`src/rtl/switch_box_param.sv`:
```
// Runtime-configurable CGRA switch box: every output track picks the same-numbered
// track from one of the other three sides or the local PE, optionally through a register.
module switch_box_param #(
    parameter  int unsigned TRACKS = 4,
    parameter  int unsigned WIDTH  = 1,
    localparam int unsigned AW     = $clog2(4 * TRACKS)
) (
    input  logic                        clk,
    input  logic                        reset,
    input  logic [4*TRACKS*WIDTH-1:0]   in_wire,
    output logic [4*TRACKS*WIDTH-1:0]   out_wire,
    input  logic [WIDTH-1:0]            pe_output_0,
    input  logic                        sb_ce,
    input  logic                        config_en,
    input  logic [AW-1:0]               config_addr,
    input  logic [31:0]                 config_data,
    output logic [31:0]                 config_rd_data
);

    localparam int unsigned ENTRIES = 4 * TRACKS;

    logic [1:0]       sel_q    [ENTRIES];
    logic             reg_en_q [ENTRIES];
    logic [WIDTH-1:0] pipe_q   [ENTRIES];
    logic [WIDTH-1:0] mux_c    [ENTRIES];
    logic             addr_ok_c;
    logic             unused_cfg_bits;

    assign addr_ok_c       = 32'(config_addr) < ENTRIES;
    assign unused_cfg_bits = ^config_data[31:3];

    // Source side for sel 0..2 is (side + sel + 1) mod 4, so a side never feeds itself.
    always_comb begin
        out_wire = '0;
        for (int o = 0; o < int'(ENTRIES); o++) begin
            mux_c[o] = pe_output_0;
            if (sel_q[o] != 2'd3) begin
                mux_c[o] = in_wire[((((o / TRACKS) + 32'(sel_q[o]) + 1) % 4) * TRACKS
                                    + (o % TRACKS)) * WIDTH +: WIDTH];
            end
            out_wire[o*WIDTH +: WIDTH] = reg_en_q[o] ? pipe_q[o] : mux_c[o];
        end
    end

    // Config entries, output pipes and readback; reset overrides a same-cycle write.
    always_ff @(posedge clk) begin
        if (reset) begin
            for (int o = 0; o < int'(ENTRIES); o++) begin
                sel_q[o]    <= 2'd0;
                reg_en_q[o] <= 1'b0;
                pipe_q[o]   <= '0;
            end
            config_rd_data <= 32'd0;
        end else begin
            if (sb_ce) begin
                for (int o = 0; o < int'(ENTRIES); o++) begin
                    pipe_q[o] <= mux_c[o];
                end
            end
            if (config_en && addr_ok_c) begin
                sel_q[config_addr]    <= config_data[1:0];
                reg_en_q[config_addr] <= config_data[2];
            end
            config_rd_data <= addr_ok_c ? {29'd0, reg_en_q[config_addr], sel_q[config_addr]}
                                        : 32'd0;
        end
    end

endmodule

```
`config.mk`:
```
export PLATFORM = sky130hd
export DESIGN_NAME = switch_box_param
export DESIGN_NICKNAME = d
export VERILOG_FILES = /design/src/rtl/switch_box_param.sv
export SDC_FILE = /design/constraint.sdc
export NUM_CORES = 1
export LEC_CHECK = 0
export ABC_CLOCK_PERIOD_IN_PS = 2000
export CORE_MARGIN = 2
export CORE_UTILIZATION = 40
export DETAILED_ROUTE_END_ITERATION = 6
export PLACE_DENSITY = 0.68
export SYNTH_ARGS = -nofsm -noshare
export SYNTH_HDL_FRONTEND = slang
export SYNTH_SLANG_ARGS = --single-unit
```
`constraint.sdc`:
```
create_clock -name clk -period 2 [get_ports clk]
set_input_delay 0.2 -clock clk [delete_from_list [all_inputs] [get_ports clk]]
set_output_delay 0.2 -clock clk [all_outputs]
set_load 0.005 [all_outputs]
```
==> results.ini, run 1 <==
[cts]
root_buffer=clkbuf_8
ctsHoldBuffers=0
clk_path_buf_depth=2
clkSinkCount=67
h-tree-depth=3
cts_tree=yes
clkLatencyLatePin_ns=0.34
clkSlewWorstSetupHoldPaths_ns=0.07
cts_buffers=9

[synthesis]
syn_inst=298
synth_common_cells=edfxtp_1 (64), and2_1 (57), buf_4 (30)
ys_async_sr_fraction_pct=0
synth_top_area_cell=edfxtp_1
synth-seq-cells=67
synth_warnings=0
synth_top_area_share_pct=48.0
netlist_area_um2=4010
synth.distinct_cells=27
avgSynthCellArea_um2=13.4
synth.most_common_cell=edfxtp_1
synth_edf_count=64
ys_seq_area_share_pct=49.5
yosys-top-cells-area=edfxtp_1 (48%), mux4_2 (14%), and2_1 (8.9%)
synth_top_flop_cell=edfxtp_1

[sta]
relSlewSlack_pct=47.2
final_max_slew_viol_count=0
final-hold-violation-count=0
rsz0062_at_grt=true
setup_violations=8
post-route-period-util_pct=112
fin_crit_ns=2.23
tightestPinTransition_ns=0.790
fmaxAchievable_mhz=448
timing.final.ws_setup_ns=-0.231
skew_ns=0.00564
timing.hold.ws_ns=0.538

[place]
place.gp.congestion=0.820
port_buffers=46
dp_hpwl_um=6720
placed_cells=509
placedInstanceArea_um2=4810

[status]
outcome=finished with violations
violations=setup timing

[worst_setup_path]
crit_fanout=2
startpoint_type=flop
path_class=flop to primary output
crit_path_end=out_wire[1]
cp.required_ns=1.80
r2r_end=pipe_q[0][1]
critPathCaptureType=primary output
r2r_start=sel_q[1][0]
arrival_ns=2.03
crit_start=sel_q[1][0]
ff2ff_path_depth=4
regToRegSetupSlack_ns=0.31

[global_routing]
grt_pass1_wl_um=14600
grt-ovfl-total=0
grt_max_degree=23
gr-usage-all-layers_pct=17.9
first_global_vias=2688
antenna_found_initial=0

[die]
die_w_um=104
die_height_um=104
coreArea_um2=9730
die_area_um2=10800
rows=36
initial_core_util_pct=41.2
io_pins=105

[cells_and_area]
multi_input_area_um2=1900
final_cell_count_no_fill=548
fin_util_pct=54.0
n_fill_cell=828
fin_area_um2=5250
antenna_cells=0
final_nets=475
register_area_um2=1980
syn2layout_area_growth_pct=31.1
drive_gt1_share_pct=38.3

[route]
vias=2690
drtIter0Drc=165
viasPerCell=4.91
dr.pass1.iters=4
drt-total-wl_um=9400
remaining_drc_errors=0
antenna_left=0
wire_per_inst_um=17.2

[pwr]
netSwitchingFraction_pct=23.0
powerDensity_nw_per_um2=670
power.internal_mw=2.71
ir_drop_uv=246
leakagePower_nw=2.19
finalPower_mw=3.52
power.share.clock_pct=32.1
comb_power_share_pct=19.8
power_frac_seq_pct=48.1
netSwitchingPower_mw=0.807

[flow_run]
drv_cap=0

[min_path]
hold_class=input pin to flop

==> layer usage <==
layer  track usage (%)  part of all wire, %
met1              21.8                   41
met4              8.11                  2.5
met3              3.51                  5.7
met5                 0                    0
met2              30.6                   51
==> layout make-up <==
| type | instances | area share, % |
|---|---|---|
| Clock buffer | 14 | 3.10 |
| Clock inverter | 2 | 0.667 |
| Multi-Input combinational cell | 217 | 36.2 |
| Sequential cell | 67 | 37.8 |
| Tap cell | 133 | 3.17 |
| Timing Repair Buffer | 115 | 19.1 |
==> worst max-delay path, stage by stage, from the launching register on <==
cell      delay, ns
edfxtp_1       0.40
ha_1           0.32
mux4_2         0.30
mux2_4         0.29
mux2_2         0.27
buf_6          0.12
==> flip-flops by register name (all words and copies together), names as in the netlist <==
name and count:
sel_q 32, reg_en_q 16, pipe_q 16, config_rd_data 3
==> worst min path at each step <==
stage                           start           endpoint  slack, ns  cells after the start
after floorplan                 reset       pipe_q[1][2]       0.39                      1
after detailed placement  reg_en_q[3]  config_rd_data[2]       0.72                      4
after global routing      in_wire[13]       pipe_q[0][5]       0.57                      4
after global placement    sel_q[3][1]  config_rd_data[1]       0.70                      4
after CTS                  in_wire[0]       pipe_q[0][4]       0.65                      4
final                     in_wire[12]       pipe_q[0][4]       0.54                      4
==> logic make-up (layout without fill, tap and decap cells) <==
kind of cell	Yosys count	count (layout)	synth area share (%)
other	1	29	0.0936
and+or+nand+nor	114	114	16.5
muxes	58	58	23.1
AOI/OAI and AO/OA	8	8	1.28
adders and majority gates	8	8	2.50
buffers and inverters	42	131	7.06
DFF	67	67	49.5
==> power groups by stage <==
| stage | logic (mW) | clock network [mW] | registers (mW) |
|---|---|---|---|
| 3_3_place_gp | 0.632 | 0 | 1.72 |
| 3_5_place_dp | 0.640 | 0 | 1.72 |
| 4_1_cts | 0.669 | 1.14 | 1.69 |
| 6_report | 0.698 | 1.13 | 1.69 |
| 2_1_floorplan | 0.370 | 0 | 1.70 |
| 5_1_grt | 0.752 | 1.19 | 1.70 |
==> through the flow <==
step | setup TNS [ns] | setup slack, ns
after global placement | -4.20 | -0.336
after detailed placement | -4.40 | -0.335
after global routing | -2.28 | -0.300
final | -1.70 | -0.231
after floorplan | 0 | 0.289
after CTS | -2.05 | -0.260
==> timing repair <==
action	4_1_cts	5_1_grt
endpoints found under the setup margin	16	15
cloned	0	0
setup buffers	19	4
resized for setup	63	18
hold endpoints to repair	0	0
pin swaps	8	4
==> placed cells by master (no fill, tap or decap), types with 5 or more instances in the layout <==
master	count
ha_1	8
nor2_1	14
buf_4	66
nor2b_1	8
and2_1	57
nand2_1	5
mux2_2	10
or2_2	17
mux4_2	25
conb_1	29
edfxtp_1	64
dlymetal6s2s_1	5
buf_6	6
clkdlybuf4s50_1	21
clkbuf_8	11
dlygate4sd2_1	7
mux2i_1	8
mux2_4	15
Power figures use the tool's default switching activity.
==> run 2, diff against run 1 <==
- PLACE_DENSITY: 0.68 -> 0.73
==> run 2 against run 1 <==
  * The run still ends with setup timing left
  * Sequential power about the same
  * Flip-flop and latch count unchanged
  * Via count up 2.3%
  * Critical path depth unchanged
  * Final cell count down 0.91%
  * Clock skew up 0.0012 ns
  * Die area unchanged
  * Routed wire length up 0.82%
  * Maximum frequency about the same
  * Highest routed layer unchanged
==> results.ini, run 2 (synthesis results as in run 1) <==
[status]
outcome=finished with violations  ; unchanged
violations=setup timing  ; unchanged

[worst_setup_path]
path_buf_inv=1  ; unchanged
regToRegSetupSlack_ns=0.20  ; was 0.31 ns
path_class=flop to primary output  ; unchanged
cpPeakStageDelay_ns=0.39  ; was 0.40 ns
cp.required_ns=1.80  ; about the same
r2r_start=sel_q[2][1]  ; was sel_q[1][0]
ff2ff_path_depth=5  ; was 4
arrival_ns=2.03  ; about the same
r2r_end=pipe_q[0][2]  ; was pipe_q[0][1]
crit_fanout=2  ; unchanged
critPathCaptureType=primary output  ; unchanged
critPathTopFamily=multiplexers  ; unchanged
startpoint_type=flop  ; unchanged
critical_path_depth=5  ; unchanged
critical_path.slowest_cell=edfxtp_1  ; unchanged
crit_chain=ha_1, mux4_2, mux2_4, mux2_2, buf_6  ; unchanged
crit_path_end=out_wire[1]  ; unchanged
crit_start=sel_q[1][1]  ; was sel_q[1][0]

[route]
wire_per_inst_um=17.5  ; was 17.2 µm
dr.pass1.iters=4  ; unchanged
remaining_drc_errors=0  ; unchanged
vias=2751  ; was 2690
drtIter0Drc=200  ; was 165
antenna_left=0  ; unchanged
drt-total-wl_um=9480  ; was 9400 µm
viasPerCell=5.07  ; was 4.91

[sta]
timing.final.ws_setup_ns=-0.230  ; was -0.231 ns
post-route-period-util_pct=111  ; was 112%
skew_ns=0.00684  ; was 0.00564 ns
relSlewSlack_pct=48.7  ; was 47.2%
fin_crit_ns=2.23  ; about the same
setup_violations=9  ; was 8
fmaxAchievable_mhz=449  ; was 448 MHz
tightestPinTransition_ns=0.768  ; was 0.790 ns
rsz0062_at_grt=true  ; unchanged
final_max_slew_viol_count=0  ; unchanged
final-hold-violation-count=0  ; unchanged
timing.hold.ws_ns=0.578  ; was 0.538 ns

[die]
die_height_um=104  ; unchanged
die_w_um=104  ; unchanged
rows=36  ; unchanged
die_area_um2=10800  ; unchanged
coreArea_um2=9730  ; unchanged
io_pins=105  ; unchanged
initial_core_util_pct=41.2  ; unchanged

[place]
dp_hpwl_um=6750  ; was 6720 µm
port_buffers=46  ; unchanged
place.gp.congestion=0.797  ; was 0.820
placed_cells=507  ; was 509

[pwr]
netSwitchingFraction_pct=24.1  ; was 23.0%
power.internal_mw=2.48  ; was 2.71 mW
comb_power_share_pct=21.1  ; was 19.8%
ir_drop_uv=374  ; was 246 µV
power.share.clock_pct=27.2  ; was 32.1%
netSwitchingPower_mw=0.788  ; was 0.807 mW
powerDensity_nw_per_um2=633  ; was 670 nW/µm²
leakagePower_nw=2.12  ; was 2.19 nW
power_frac_seq_pct=51.7  ; was 48.1%

[global_routing]
antenna_found_initial=0  ; unchanged
gr-usage-all-layers_pct=18.0  ; was 17.9%
first_global_vias=2736  ; was 2688
grt-ovfl-total=0  ; unchanged
grt_pass1_wl_um=14800  ; was 14600 µm
grt_max_degree=21  ; was 23

[cts]
cts_tree=yes  ; unchanged
clk_path_buf_depth=2  ; unchanged
clkSlewWorstSetupHoldPaths_ns=0.07  ; about the same
clkLatencyLatePin_ns=0.34  ; about the same
ctsHoldBuffers=0  ; unchanged
root_buffer=clkbuf_8  ; unchanged
h-tree-depth=3  ; unchanged
clkSinkCount=67  ; unchanged
cts_buffers=9  ; unchanged

[cells_and_area]
reg_top3=sel_q (32), pipe_q (16), reg_en_q (16)  ; unchanged
final_common_cell=edfxtp_1  ; was buf_4
final_nets=471  ; was 475
largest_register=sel_q  ; unchanged
final_cell_count_no_fill=543  ; was 548
fin_util_pct=53.1  ; was 54.0%
final_cell_mix=edfxtp_1 (64), buf_4 (60), and2_1 (57)  ; was buf_4 (66), edfxtp_1 (64), and2_1 (57)
drive_gt1_share_pct=37.6  ; was 38.3%
syn2layout_area_growth_pct=29.0  ; was 31.1%
antenna_cells=0  ; unchanged
largest_reg_flops=32  ; unchanged

[min_path]
hold_class=input pin to flop  ; unchanged

[flow_run]
drv_cap=0  ; unchanged

==> run 2: timing repair <==
item                                    in CTS  in global routing
resized for setup                           58                 15
pin swaps                                    8                  3
endpoints found under the setup margin      16                 16
buffers inserted                            14                  8
==> run 2: power groups by stage <==
stage                     logic, mW  clock network (mW)  registers, mW
after floorplan               0.370                   0           1.70
after global placement        0.637                   0           1.72
after detailed placement      0.644                   0           1.72
after CTS                     0.658               0.901           1.69
after global routing          0.740               0.968           1.70
final                         0.691               0.889           1.69
==> run 2: worst reg2reg max path: stages, from the launching register on <==
cell	delay (ns)
edfxtp_1	0.40
ha_1	0.32
mux4_2	0.28
mux2_4	0.28
buf_4	0.13
and2_1	0.13
==> run 2: stage by stage <==
step / setup WS [ns] / TNS, ns / cell area (µm²) / total power, mW
global route: -0.299 / -2.32 / 5160 / 3.41
floorplan: 0.289 / 0 / 4110 / 2.07
finish: -0.230 / -1.75 / 5160 / 3.27
CTS: -0.238 / -2.04 / 5070 / 3.25
global placement: -0.312 / -4.12 / 4820 / 2.35
detailed placement: -0.327 / -4.20 / 4820 / 2.36
==> run 2: worst min-delay path by stage <==
stage                        end  cells after the start   startpoint
3_3_place_gp   config_rd_data[1]                      4  sel_q[9][1]
6_report            pipe_q[0][4]                      4  in_wire[12]
5_1_grt             pipe_q[0][4]                      4   in_wire[8]
3_5_place_dp   config_rd_data[2]                      4  reg_en_q[9]
4_1_cts             pipe_q[1][4]                      4   in_wire[4]
2_1_floorplan       pipe_q[1][2]                      1        reset
==> run 2: final cells by class <==
cell class,instances,area (µm²)
clock inverter,5,21.3
tap,133,166
clock buffer,10,128
timing repair buffer,111,985
sequential,67,1980
fill,832,4560
multi-input combinational,217,1880
==> run 2: routing by layer <==
metal  global-route usage [%]  part of all wire (%)  vias up
met4                     7.72                   2.5        0
met5                        0                     0        -
met1                     21.9                    39     1365
li1                         -                     -     1261
met2                     31.2                    52      107
met3                     3.63                   5.6       18
==> run 3, diff against run 2 <==
- ABC_AREA: not set -> 0
- SKIP_CTS_REPAIR_TIMING: not set -> 1
==> run 3 against run 2 <==
  * The flow still finishes with violations (setup timing)
  * Core utilization down 0.31 points
  * Clock skew up 0.00094 ns
  * Combinational power down 3.3%
  * Sequential power about the same
  * Critical path type unchanged
  * Critical endpoint unchanged
==> results.ini, run 3 (synthesis results as in run 1) <==
[sta]
timing.hold.ws_ns=0.576  ; was 0.578 ns
post-route-period-util_pct=111  ; about the same
fin_crit_ns=2.21  ; was 2.23 ns
setup_violations=8  ; was 9
rsz0062_at_grt=true  ; unchanged
relSlewSlack_pct=50.0  ; was 48.7%
timing.final.ws_setup_ns=-0.211  ; was -0.230 ns
fmaxAchievable_mhz=452  ; was 449 MHz
tightestPinTransition_ns=0.748  ; was 0.768 ns
tns_ns=-1.52  ; was -1.75 ns
skew_ns=0.00778  ; was 0.00684 ns
final-hold-violation-count=0  ; unchanged
final_max_slew_viol_count=0  ; unchanged

[die]
die_w_um=104  ; unchanged
coreArea_um2=9730  ; unchanged
die_height_um=104  ; unchanged
die_area_um2=10800  ; unchanged
rows=36  ; unchanged
io_pins=105  ; unchanged
initial_core_util_pct=41.2  ; unchanged

[route]
antenna_left=0  ; unchanged
drt-total-wl_um=9450  ; was 9480 µm
drtIter0Drc=170  ; was 200
vias=2708  ; was 2751
dr.pass1.iters=4  ; unchanged
wire_per_inst_um=17.6  ; was 17.5 µm
viasPerCell=5.05  ; was 5.07
remaining_drc_errors=0  ; unchanged

[cts]
clkSinkCount=67  ; unchanged
clk_path_buf_depth=2  ; unchanged
clkSlewWorstSetupHoldPaths_ns=0.07  ; about the same
cts_buffers=9  ; unchanged
h-tree-depth=3  ; unchanged
cts_tree=yes  ; unchanged
clkLatencyLatePin_ns=0.34  ; about the same
root_buffer=clkbuf_8  ; unchanged

[pwr]
ir_drop_uv=366  ; was 374 µV
finalPower_mw=3.25  ; was 3.27 mW
powerDensity_nw_per_um2=633  ; about the same
leakagePower_nw=2.17  ; was 2.12 nW

[worst_setup_path]
arrival_ns=2.01  ; was 2.03 ns
crit_fanout=2  ; unchanged
cp.required_ns=1.80  ; about the same
r2r_start=sel_q[9][1]  ; was sel_q[2][1]
regToRegSetupSlack_ns=0.31  ; was 0.20 ns
ff2ff_path_depth=4  ; was 5
startpoint_type=flop  ; unchanged
path_class=flop to primary output  ; unchanged
critPathCaptureType=primary output  ; unchanged
r2r_end=pipe_q[1][1]  ; was pipe_q[0][2]

[place]
placedInstanceArea_um2=4820  ; unchanged
port_buffers=46  ; unchanged
place.gp.congestion=0.797  ; unchanged
preCtsSetupSlack_ns=-0.327  ; unchanged
dp_hpwl_um=6750  ; unchanged
placed_cells=507  ; unchanged

[cells_and_area]
final_nets=464  ; was 471
fin_area_um2=5130  ; was 5160 µm²
largest_register=sel_q  ; unchanged
drive_gt1_share_pct=36.0  ; was 37.6%
syn2layout_area_growth_pct=28.2  ; was 29.0%
fin_util_pct=52.8  ; was 53.1%
final_common_cell=edfxtp_1  ; unchanged
final_cell_mix=edfxtp_1 (64), and2_1 (57), buf_4 (53)  ; was edfxtp_1 (64), buf_4 (60), and2_1 (57)
reg_top3=sel_q (32), pipe_q (16), reg_en_q (16)  ; unchanged
largest_reg_flops=32  ; unchanged
final_cell_count_no_fill=536  ; was 543
antenna_cells=0  ; unchanged

[min_path]
whs_path_depth=4  ; unchanged
hold_start=in_wire[5]  ; was in_wire[12]
hold_class=input pin to flop  ; unchanged
hold_end=pipe_q[1][5]  ; was pipe_q[0][4]

[global_routing]
grt-ovfl-total=0  ; unchanged
grt_max_degree=21  ; unchanged
antenna_found_initial=0  ; unchanged
gr-usage-all-layers_pct=17.3  ; was 18.0%
grt_pass1_wl_um=14200  ; was 14800 µm
first_global_vias=2633  ; was 2736

[flow_run]
drv_cap=0  ; unchanged

[status]
violations=setup timing  ; unchanged
outcome=finished with violations  ; unchanged

run 3: cell count changes in the layout (fill, tap and decap cells not counted), sizes merged:
cell           delta
clkdlybuf4s50     +1
clkdlybuf4s15     -4
dlymetal6s2s     +10
dlygate4sd2       -5
clkbuf            +8
buf              -17
run 3: power by group:
group / switching, mW / leakage [nW] / internal [mW]
Clock: 0.466 / 0.0784 / 0.426
Combinational: 0.264 / 1.44 / 0.405
Sequential: 0.0552 / 0.658 / 1.64
run 3: area by class of cell:
class	count	area (µm²)
tap	133	166
fill	830	4590
clock buffer	10	128
timing repair buffer	104	958
multi-input combinational	217	1880
clock inverter	5	21.3
sequential	67	1980
run 3: worst max path at each step:
stage	start	to	slack, ns	cells after the start
floorplan	sel_q[9][0]	out_wire[9]	0.29	4
global placement	in_wire[7]	out_wire[11]	-0.31	5
detailed placement	in_wire[7]	out_wire[3]	-0.33	5
CTS	sel_q[1][0]	out_wire[1]	-0.57	5
global route	sel_q[1][1]	out_wire[1]	-0.29	5
finish	sel_q[1][1]	out_wire[1]	-0.21	5
run 3: critical path, cell delays in order, from the launching register on:
cell      delay [ns]
edfxtp_1        0.39
ha_1            0.32
mux4_2          0.30
mux2_4          0.29
mux2_2          0.26
clkbuf_2        0.11
run 3: routing by layer:
layer	routed length [µm]	track usage (%)	share of wire [%]
met5	0	0	0
met4	240	6.76	2.5
met3	580	3.45	6.1
met2	4900	30.0	52
met1	3730	21.3	39
